`config.mk`:
```
export PLATFORM = sky130hd
export DESIGN_NAME = kurm_multicycle_sequencer
export DESIGN_NICKNAME = d
export VERILOG_FILES = /design/src/rtl/kurm_multicycle_sequencer.sv
export SDC_FILE = /design/constraint.sdc
export NUM_CORES = 1
export LEC_CHECK = 0
export CAP_MARGIN = 10
export CORE_MARGIN = 5
export CORE_UTILIZATION = 30
export DETAILED_ROUTE_END_ITERATION = 10
export MAX_ROUTING_LAYER = met4
export SLEW_MARGIN = 20
export SYNTH_ARGS = -nofsm -noshare
export SYNTH_HDL_FRONTEND = slang
export SYNTH_SLANG_ARGS = --single-unit
```
`constraint.sdc`:
```
create_clock -name clock -period 3.3 [get_ports clock]
set_input_delay 0.66 -clock clock [delete_from_list [all_inputs] [get_ports clock]]
set_output_delay 0.66 -clock clock [all_outputs]
set_load 0.02 [all_outputs]
```
`src/rtl/kurm_multicycle_sequencer.sv`:
```
// rtl/kurm_multicycle_sequencer.sv - KURM multi-cycle FETCH/DECODE/EXECUTE/MEM/WRITEBACK sequencer
module kurm_multicycle_sequencer #(
    parameter int MEM_TIMEOUT = 15,
    parameter int CNT_W       = 16
) (
    input  logic             clock,
    input  logic             reset_n,
    input  logic             run,
    input  logic [3:0]       opcode,
    input  logic             imem_ack,
    input  logic             dmem_ack,
    input  logic             alu_zero,
    output logic             imem_req,
    output logic             ir_load,
    output logic             dmem_req,
    output logic             dmem_we,
    output logic             alu_en,
    output logic [2:0]       alu_op,
    output logic             alu_src,
    output logic             reg_dst,
    output logic             mem_to_reg,
    output logic             reg_write,
    output logic             pc_write,
    output logic [1:0]       pc_src,
    output logic [2:0]       state,
    output logic [CNT_W-1:0] retired,
    output logic             fault,
    output logic [1:0]       fault_code
);

    localparam int TW = $clog2(MEM_TIMEOUT + 1);

    typedef enum logic [2:0] {
        S_IDLE      = 3'd0,
        S_FETCH     = 3'd1,
        S_DECODE    = 3'd2,
        S_EXECUTE   = 3'd3,
        S_MEM       = 3'd4,
        S_WRITEBACK = 3'd5,
        S_TRAP      = 3'd7
    } state_t;

    state_t           st;
    state_t           st_nxt;
    state_t           retire_to;
    logic [3:0]       op_q;
    logic [3:0]       op_d;
    logic [TW-1:0]    tcnt;
    logic [1:0]       code_q;
    logic [CNT_W-1:0] ret_q;
    logic             expired;
    logic             is_rtype;
    logic             is_lw;
    logic             is_sw;
    logic             is_bne;
    logic             is_jmp;
    logic             is_ill;

    // The opcode is only latched at the end of DECODE, so DECODE itself looks at the live input.
    assign op_d     = (st == S_DECODE) ? opcode : op_q;
    assign is_rtype = (op_d <= 4'd4) || (op_d == 4'd9);
    assign is_lw    = (op_d == 4'd5);
    assign is_sw    = (op_d == 4'd6);
    assign is_bne   = (op_d == 4'd7);
    assign is_jmp   = (op_d == 4'd8);
    assign is_ill   = (op_d >= 4'd10);

    // Last allowed cycle without ack; an ack in this same cycle still wins.
    assign expired   = (tcnt == TW'(MEM_TIMEOUT - 1));
    assign retire_to = run ? S_FETCH : S_IDLE;

    assign state      = st;
    assign retired    = ret_q;
    assign fault      = (st == S_TRAP);
    assign fault_code = code_q;

    always_comb begin
        st_nxt     = st;
        imem_req   = 1'b0;
        ir_load    = 1'b0;
        dmem_req   = 1'b0;
        dmem_we    = 1'b0;
        alu_en     = 1'b0;
        alu_op     = 3'b000;
        alu_src    = 1'b0;
        reg_dst    = 1'b0;
        mem_to_reg = 1'b0;
        reg_write  = 1'b0;
        pc_write   = 1'b0;
        pc_src     = 2'd0;
        case (st)
            S_IDLE: begin
                if (run) st_nxt = S_FETCH;
            end
            S_FETCH: begin
                imem_req = 1'b1;
                if (imem_ack) begin
                    ir_load = 1'b1;
                    st_nxt  = S_DECODE;
                end else if (expired) begin
                    st_nxt = S_TRAP;
                end
            end
            S_DECODE: begin
                if (is_ill) begin
                    st_nxt = S_TRAP;
                end else if (is_jmp) begin
                    pc_write = 1'b1;
                    pc_src   = 2'd2;
                    st_nxt   = retire_to;
                end else begin
                    st_nxt = S_EXECUTE;
                end
            end
            S_EXECUTE: begin
                alu_en  = 1'b1;
                alu_src = is_lw | is_sw;
                if (op_d <= 4'd4)  alu_op = op_d[2:0];
                else if (is_bne)   alu_op = 3'b001;
                else               alu_op = 3'b101;
                if (is_bne) begin
                    pc_write = 1'b1;
                    pc_src   = alu_zero ? 2'd0 : 2'd1;
                    st_nxt   = retire_to;
                end else if (is_lw || is_sw) begin
                    st_nxt = S_MEM;
                end else if (is_rtype) begin
                    st_nxt = S_WRITEBACK;
                end
            end
            S_MEM: begin
                dmem_req = 1'b1;
                dmem_we  = is_sw;
                if (dmem_ack) begin
                    if (is_sw) begin
                        pc_write = 1'b1;
                        st_nxt   = retire_to;
                    end else begin
                        st_nxt = S_WRITEBACK;
                    end
                end else if (expired) begin
                    st_nxt = S_TRAP;
                end
            end
            S_WRITEBACK: begin
                reg_write  = 1'b1;
                reg_dst    = ~is_lw;
                mem_to_reg = is_lw;
                pc_write   = 1'b1;
                st_nxt     = retire_to;
            end
            S_TRAP: begin
                st_nxt = S_TRAP;
            end
            default: begin
                st_nxt = S_IDLE;
            end
        endcase
    end

    always_ff @(posedge clock) begin
        if (!reset_n) begin
            st     <= S_IDLE;
            op_q   <= 4'd0;
            tcnt   <= '0;
            code_q <= 2'd0;
            ret_q  <= '0;
        end else begin
            st <= st_nxt;
            if (st == S_DECODE) op_q <= opcode;
            // Any state change restarts the wait count; staying in FETCH/MEM means no ack arrived.
            if (st_nxt != st) begin
                tcnt <= '0;
            end else if (st == S_FETCH || st == S_MEM) begin
                tcnt <= tcnt + 1'b1;
            end
            if (st_nxt == S_TRAP && st != S_TRAP) begin
                if (st == S_DECODE)     code_q <= 2'd1;
                else if (st == S_FETCH) code_q <= 2'd2;
                else                    code_q <= 2'd3;
            end
            if (pc_write) ret_q <= ret_q + 1'b1;
        end
    end

endmodule

```
## Word-level counts from Yosys, hierarchy flattened

Cells that the tools add are included.
Widths: inputs -> output; s select.

- Bits in registers: 29
- Bits in latches: 0
- RAM bits: 0
- Bits in read-only memories: 0
- Bits of input ports: 10
- Output and inout bits: 37
- Memories kept: 0

- Add/sub/neg operators: 2
- Multiply operators: 0
- Divide/modulo/power cells: 0
- Magnitude comparators: 2
- Eq/ne operators: 15
- Shift operators: 0
- Mux-type cells: 39
- Bitwise gates (word level): 3
- Reductions and logical operators: 6

Operators by type and width:

| cell | count |
|---|---|
| $mux 3 | 12 |
| $pmux 3 s7 | 1 |
| $mux 1 | 19 |
| $add 16x1->16 const B | 1 |
| $eq 3x3->1 const B | 4 |
| $eq 4x3->1 const B | 3 |
| $eq 4x4->1 const B | 3 |
| $mux 2 | 4 |
| $eq 3x2->1 const B | 2 |
| $add 4x1->4 const B | 1 |
| $ge 4x4->1 const B | 1 |
| $le 4x3->1 const B | 1 |
| $mux 4 | 1 |
| $pmux 1 s4 | 1 |
| $pmux 2 s2 | 1 |
| $eq 3x1->1 const B | 1 |
| $logic_not 3->1 | 1 |
| $logic_or 1x1->1 | 3 |
| $ne 3x3->1 | 1 |
| $ne 3x3->1 const B | 1 |
| $not 1->1 | 2 |
| $reduce_or 2->1 | 1 |
| $logic_and 1x1->1 | 1 |
| $or 1x1->1 | 1 |

## Depth between registers and ports, before layout

Gate-level depths: netlist of run 1.

- Depth in word-level cells: 10
- Gate-level depth with buffers: 9
- Depth with buffers taken out: 8

## Worst setup path after synthesis of run 1

No wires, ideal clock.

- Kind: reg2out
- Start: register st[2] (netlist: state[2])
- End: output port pc_write
- Data arrival time: 2074 ps
- Required time: 2640 ps
- Path slack: 566 ps
- Cell stages (with the launch flop): 7
- Cells stage by stage: dfxtp_1 > buf_4 > nor3b_4 > a22oi_1 > o31a_1 > clkbuf_1 > nor2_1

- Longest elaborated chain between the ends: 6
- Elaborated cells on any way between the ends: 15
- Classes of those cells: 1 x order compare; 7 x eq/ne; 7 x mux

Ends and longest elaborated chain:

| element | line | RTL |
|---|---|---|
| from (decl) | 43 | `state_t st;` |
| from (signal assigned) | 169 | `st <= st_nxt;` |
| branches (longest 5 deep; another with $ge 4x4->1) | n/a |  |
| $pmux 1 s4 * | 91 | `case (st)` |
| to (decl) | 23 | `output logic pc_write,` |

Mark *: on every way between the ends.

## Worst setup path in the final report of run 1

- Start: register st[0] (netlist: state[0])
- End: output port ir_load

- Longest elaborated chain between the ends: 2

Ends and longest elaborated chain:

| element | line | RTL |
|---|---|---|
| $eq 3x1->1 | 91 |  |
| $mux 1 | 91 |  |
| to (decl) | 14 | `output logic ir_load,` |

No other way between the ends.

==> key figures, run 1 <==
Finish
  • Register area: 581 sq um
  • Antenna cell count: 0
  • Area of the multi-input gates: 1060 sq um
  • Final cell count without fillers: 344
  • Fillers: 596
  • Synth-to-layout area growth: 40.6%
  • Layout cells sized above 1: 8.82%
  • Fin util: 43.9%
  • Finished layout cell area: 2440 sq um
  • Final #Nets: 285

Power
  • Leak Pwr: 0.000858 uW
  • Peak supply drop: 0.216 mV
  • Pwr dens: 340 nW/um^2

STA
  • Final Hold Viols: 0
  • Final min period: 2.94 ns
  • Fin crit share: 89.0%
  • Worst Skew: 0.00986 ns
  • Slew Limit Fails: 0
  • Slew HR: 52.5%
  • RSZ-0062 raised after global routing: false
  • Peak Freq: 340 MHz
  • Worst-Margin Slew: 0.711 ns
  • Setup slack after layout: 0.362 ns
  • # setup viols final: 0
  • Setup TNS: 0 ns

Synth
  • Top cell type's share of synthesized area: 33.4%
  • Top cells by area, synth: dfxtp_1 (33%), nor2_1 (5.4%), xnor2_1 (5.0%)
  • Synthesized Nets: 234
  • Yosys warning count: 0
  • Register area share after synthesis: 33.4%
  • Area of the mapped netlist: 1740 sq um
  • Prevailing post-synth register cell: dfxtp_1
  • Post-synth EDFFs: 0
  • Synth Area per Inst: 7.91 sq um
  • Flops & latches, synth: 29
  • Async S/R FF share, synth: 0%
  • Yosys cell types: 46
  • Cells after Synth: 220
  • Post-synth top area cell: dfxtp_1

Clock network
  • Bufs on Longest Clock Path: 2
  • Clk sink count: 29
  • Worst-path clk slew: 0.07 ns
  • CTS H-tree lvls: 2
  • Postcts setup bufs: 0
  • Clock latency on the worst-skew pair: 0.28 ns
  • Clock Tree Root: clkbuf_8
  • CTS tree: yes
  • CTS Buf Count: 5

Worst hold path
  • Min-delay worst type: flop to flop
  • Worst hold start: fault_code[1]

Detailed routing
  • Routed via count: 1773
  • Vias per std cell: 5.15
  • # DRC: 0
  • Drt first-iter violations: 84
  • First-pass iteration count of the detailed router: 4
  • Wirelength, routed: 4840 microns
  • Avg WL per Cell: 14.1 microns
  • Final ANT Viol Nets: 0

Place
  • I/O Buffers: 46
  • Gpl congestion: 0.802
  • Dpl cell area: 2320 sq um
  • DP Wirelength: 3550 microns
  • Placed cells: 336
  • Place WS: 0.0255 ns

Die
  • Die height: 86.1 microns
  • Die area: 7420 sq um
  • Core Box Area: 5570 sq um
  • Ports: 47
  • Initial Utilization: 31.2%
  • Row cnt: 27
  • Die Width: 86.1 microns

Setup path
  • CP Data Arrival Time: 2.28 ns
  • Critical Path Source: state[0]
  • Critical Path Source Type: flop
  • Crit path kind: flop to output pin
  • Crit Path Max Fanout: 16
  • Data required time of the worst path: 2.64 ns
  • Cell Chain, Critical Path: buf_4, nor3b_1, and2_1, clkdlybuf4s50_1
  • CP max stage cell: clkdlybuf4s50_1
  • Worst stage delay on the critical path: 0.60 ns
  • Nature of the critical path endpoint: output pin
  • FF-to-FF Start: state[2]

GRT
  • Total GRT Usage: 14.3%
  • First-pass GRT wire length: 8290 microns
  • Largest net degree at the start of global routing: 23
  • Grt ovf: 0
  • Initial antenna violation count: 0
  • Vias in the first global route: 1773

Run
  • Max-cap violations: 0

Status
  • Status: completed
[report_power, final]
group | total [uW] | switching, uW | leakage [uW] | internal [uW]
Sequential | 358 | 4.61 | 0.000234 | 353
Combinational | 84.8 | 45.1 | 0.000566 | 39.7
Clock | 388 | 142 | 0.0000585 | 246
Total | 831 | 192 | 0.000858 | 639
[registers in the layout, summed over array words and instances, names as in the netlist]
name        count
retired        16
tcnt            4
fault_code      2
op_q            4
state           3
[final timing paths]
path / end / slack (ns) / cells past startpoint
max: ir_load / 0.36 / 4
min: fault_code[1] / 0.48 / 1
max reg2reg: retired[7] / 0.56 / 9
min reg2reg: fault_code[1] / 0.48 / 1
[kinds of logic after synthesis]
logic type	Yosys count	share of synthesized area, %
multiplexers	7	4.03
AND/OR/NAND/NOR	97	31.0
XOR/XNOR	13	6.55
AO/OA/AOI/OAI	45	16.3
buffers and inverters	25	5.83
adder cells (fa/ha/maj)	4	2.88
flip-flops	29	33.4
[layout make-up]
class / instances / area share (%)
inverter: 11 / 1.69
multi-input combinational: 166 / 43.5
sequential: 29 / 23.7
timing repair buffer: 58 / 22.6
clock buffer: 7 / 3.53
tap: 72 / 3.68
clock inverter: 1 / 1.23
[Yosys cell counts (3+ instances only)]
master	instances
dfxtp_1	29
nand2b_1	4
nand3_1	6
nand2_1	14
nor3_1	9
and3_1	3
nor4_1	6
xnor2_1	10
clkbuf_1	10
mux2i_1	7
xor2_1	3
o21ai_0	10
ha_1	4
inv_1	10
buf_2	3
nor2_1	25
nor3b_1	3
or3_1	4
nor4b_1	3
a21oi_1	15
nand4_1	7
[stage by stage]
stage	total power (uW)	hold slack [ns]
5_1_grt	870	0.505
6_report	831	0.481
2_1_floorplan	413	0.524
3_3_place_gp	449	0.468
3_5_place_dp	450	0.466
4_1_cts	842	0.485
[metal layers]
layer | routed length (microns) | track usage (%)
met1 | 2300 | 19.4
met2 | 2190 | 21.2
met3 | 293 | 3.84
met4 | 48 | 3.02
met5 | 0 | -
[layout by cell type, fill, tap and decap left out, drive strengths merged, types with 2 or more instances in the layout]
cell	synthesis	layout
o2111ai	2	2
inv	10	10
ha	4	4
nor2b	2	2
nand4	7	7
nand2	14	14
or3	4	4
o21ai	10	10
clkbuf	10	7
nand3	6	6
nor3b	4	4
xnor2	10	10
and3	3	3
o31ai	2	2
dfxtp	29	29
nand2b	4	4
nor2	25	25
buf	4	12
o21a	2	2
nor4b	3	3
a21oi	15	15
o311ai	2	2
a31oi	2	2
a22oi	2	2
clkdlybuf4s50	0	45
nand4b	2	2
nor3	9	9
xor2	3	3
a21boi	2	2
or4b	2	2
nor4	6	6
nand3b	2	2
mux2i	7	7
[critical path, delay by kind of cell, from the launching register on]
| family | cells | cell delay (ns) |
|---|---|---|
| buffers and inverters | 2 | 0.83 |
| DFF | 1 | 0.40 |
| and+or+nand+nor | 2 | 0.76 |
[timing repair]
item                       4_1_cts  5_1_grt
hold buffers                     0        0
setup endpoints to repair        0        1
gates resized for setup          0        2
No activity file was read; power rests on OpenSTA's default activity.
==> run 2, diff against run 1 <==
SKIP_LAST_GASP = 1   (was default)
==> results of run 2 <==
Same layout as run 1: the final DEF is identical, and so are final timing and power.
==> run 3, diff against run 2 <==
CORE_MARGIN = default   (was 5)
==> key figures, run 3 (synthesis gave the netlist of run 1 again) <==
Status
  • Status: completed (unchanged)

STA
  • Slew Limit Fails: 0 (unchanged)
  • Fin crit share: 88.8% (was 89.0%)
  • Slew HR: 52.7% (was 52.5%)
  • Peak Freq: 341 MHz (was 340 MHz)
  • Worst Skew: 0.00242 ns (was 0.00986 ns)
  • # setup viols final: 0 (unchanged)
  • Final min period: 2.93 ns (was 2.94 ns)
  • Worst-Margin Slew: 0.709 ns (was 0.711 ns)
  • Final Hold Viols: 0 (unchanged)
  • Setup TNS: 0 ns (unchanged)
  • RSZ-0062 raised after global routing: false (unchanged)

Clock network
  • CTS Buf Count: 5 (unchanged)
  • CTS tree: yes (unchanged)
  • CTS H-tree lvls: 2 (unchanged)
  • Postcts setup bufs: 0 (unchanged)
  • Bufs on Longest Clock Path: 2 (unchanged)
  • Clock latency on the worst-skew pair: 0.27 ns (was 0.28 ns)
  • Worst-path clk slew: 0.06 ns (was 0.07 ns)
  • Clk sink count: 29 (unchanged)
  • Clock Tree Root: clkbuf_8 (unchanged)

Die
  • Die height: 78.1 microns (was 86.1 microns)
  • Die area: 6110 sq um (was 7420 sq um)
  • Ports: 47 (unchanged)
  • Die Width: 78.1 microns (was 86.1 microns)
  • Row cnt: 27 (unchanged)
  • Initial Utilization: 31.4% (was 31.2%)
  • Core Box Area: 5540 sq um (was 5570 sq um)

Power
  • Combinational power share: 11.7% (was 10.2%)
  • Clock network power share: 39.6% (was 46.7%)
  • Leak Pwr: 0.000848 uW (was 0.000858 uW)
  • Peak supply drop: 0.141 mV (was 0.216 mV)
  • Int Pwr: 560 uW (was 639 uW)
  • Total chip power: 736 uW (was 831 uW)
  • Seq pwr share: 48.7% (was 43.1%)
  • Total net switching power: 176 uW (was 192 uW)
  • Pwr dens: 304 nW/um^2 (was 340 nW/um^2)
  • Switching share of power: 23.9% (was 23.1%)

Worst hold path
  • Hold Path Sink: fault_code[1] (unchanged)
  • Hold path cells: 1 (unchanged)
  • Worst hold start: fault_code[1] (unchanged)
  • Min-delay worst type: flop to flop (unchanged)

Detailed routing
  • Avg WL per Cell: 13.3 microns (was 14.1 microns)
  • Vias per std cell: 5.07 (was 5.15)
  • Metal2 WL: 2090 microns (was 2190 microns)
  • Drt first-iter violations: 98 (was 84)
  • Max Used Layer: met4 (unchanged)
  • Final ANT Viol Nets: 0 (unchanged)
  • M1 wire length: 2160 microns (was 2300 microns)
  • # DRC: 0 (unchanged)
  • Wirelength, routed: 4560 microns (was 4840 microns)
  • First-pass iteration count of the detailed router: 4 (unchanged)
  • Routed via count: 1743 (was 1773)
  • WL met3: 290 microns (was 293 microns)

GRT
  • Grt ovf: 0 (unchanged)
  • Initial antenna violation count: 0 (unchanged)
  • Total GRT Usage: 16.0% (was 14.3%)
  • Largest net degree at the start of global routing: 23 (unchanged)
  • Vias in the first global route: 1618 (was 1773)
  • First-pass GRT wire length: 7580 microns (was 8290 microns)

Setup path
  • Data required time of the worst path: 3.49 ns (was 2.64 ns)
  • R2r worst-path depth: 9 (unchanged)
  • CP max stage cell: or4b_1 (was clkdlybuf4s50_1)
  • CP Data Arrival Time: 3.12 ns (was 2.28 ns)
  • Nature of the critical path endpoint: flop (was output pin)
  • Crit path kind: primary input to flop (was flop to output pin)
  • Critical Path Source Type: primary input (was flop)
  • Cell Chain, Critical Path: clkdlybuf4s50_1, nor2b_1, a22oi_1, o31a_1, buf_4, or4b_1, or3_1, a21oi_1 (was buf_4, nor3b_1, and2_1, clkdlybuf4s50_1)
  • Worst reg2reg setup slack: 0.56 ns (about the same)
  • Worst stage delay on the critical path: 0.66 ns (was 0.60 ns)
  • Crit Path Max Fanout: 10 (was 16)
  • Reg-to-reg critical path endpoint: retired[11] (was retired[7])
  • FF-to-FF Start: state[2] (unchanged)

Finish
  • Area of the multi-input gates: 1060 sq um (unchanged)
  • Register area: 581 sq um (unchanged)
  • Final #Nets: 286 (was 285)
  • Most frequent cells in the layout: clkdlybuf4s50_1 (45), dfxtp_1 (29), nor2_1 (25), a21oi_1 (15), nand2_1 (14) (unchanged)
  • Antenna cell count: 0 (unchanged)
  • Fin util: 43.7% (was 43.9%)
  • Fillers: 598 (was 596)
  • Largest register FFs: 16 (unchanged)
  • Final cell count without fillers: 344 (unchanged)
  • Layout cells sized above 1: 8.82% (unchanged)
  • Synth-to-layout area growth: 39.3% (was 40.6%)
  • Most common cell after layout, fill and taps aside: clkdlybuf4s50_1 (unchanged)

Place
  • I/O Buffers: 46 (unchanged)
  • DP Wirelength: 3370 microns (was 3550 microns)
  • Gpl congestion: 0.794 (was 0.802)
  • Placed cells: 337 (was 336)

Run
  • Max-cap violations: 0 (unchanged)
run 3: cell types whose count changed in the layout (fill, tap and decap cells not counted):
cell,previous run,this run
buf_4,12,13
bufinv_16,1,0
run 3: repair_timing:
action	in CTS	in global routing
setup endpoints to repair	0	1
hold buffers	0	0
gates resized for setup	0	2
run 3: metrics by stage:
step	cell area, sq um	hold WS (ns)	setup slack (ns)
CTS	2410	0.494	0.000997
floorplan	1740	0.524	0.566
global placement	2330	0.473	0.0232
finish	2420	0.483	0.370
detailed placement	2330	0.478	0.0220
global route	2420	0.522	0.244
run 3: worst max-delay path by stage:
stage | startpoint | endpoint | slack [ns] | cells past startpoint
after floorplan | state[2] | pc_write | 0.57 | 6
after global placement | opcode[1] | pc_write | 0.02 | 6
after detailed placement | opcode[1] | pc_write | 0.02 | 6
after CTS | opcode[1] | pc_write | 0.001 | 6
after global routing | dmem_ack | retired[9] | 0.24 | 8
final | dmem_ack | retired[11] | 0.37 | 8
run 3: worst max-delay path, delay by kind of cell:
kind	cells	cell delay, ns
AND/OR/NAND/NOR	3	1.20
buffers and inverters	2	0.70
AO/OA/AOI/OAI	3	0.56
run 3: power by group through the flow:
stage                     registers (uW)  clock network (uW)  logic (uW)
after floorplan                      366                   0        47.0
after global placement               366                   0        84.8
after detailed placement             366                   0        85.7
after CTS                            358                 303        86.0
after global routing                 359                 320        93.7
final                                358                 291        86.2
run 3: layout make-up:
cell class / count / area share, %
Clock buffer: 7 / 3.56
Multi-Input combinational cell: 166 / 43.9
Sequential cell: 29 / 24.0
Timing Repair Buffer: 59 / 23.1
Inverter: 11 / 1.70
Tap cell: 72 / 3.72
run 3: layer usage:
| layer | vias to the layer above | global-route usage (%) |
|---|---|---|
| li1 | 893 | - |
| met1 | 794 | 20.6 |
| met2 | 54 | 25.3 |
| met3 | 2 | 3.84 |
| met4 | 0 | 3.89 |
| met5 | - | - |
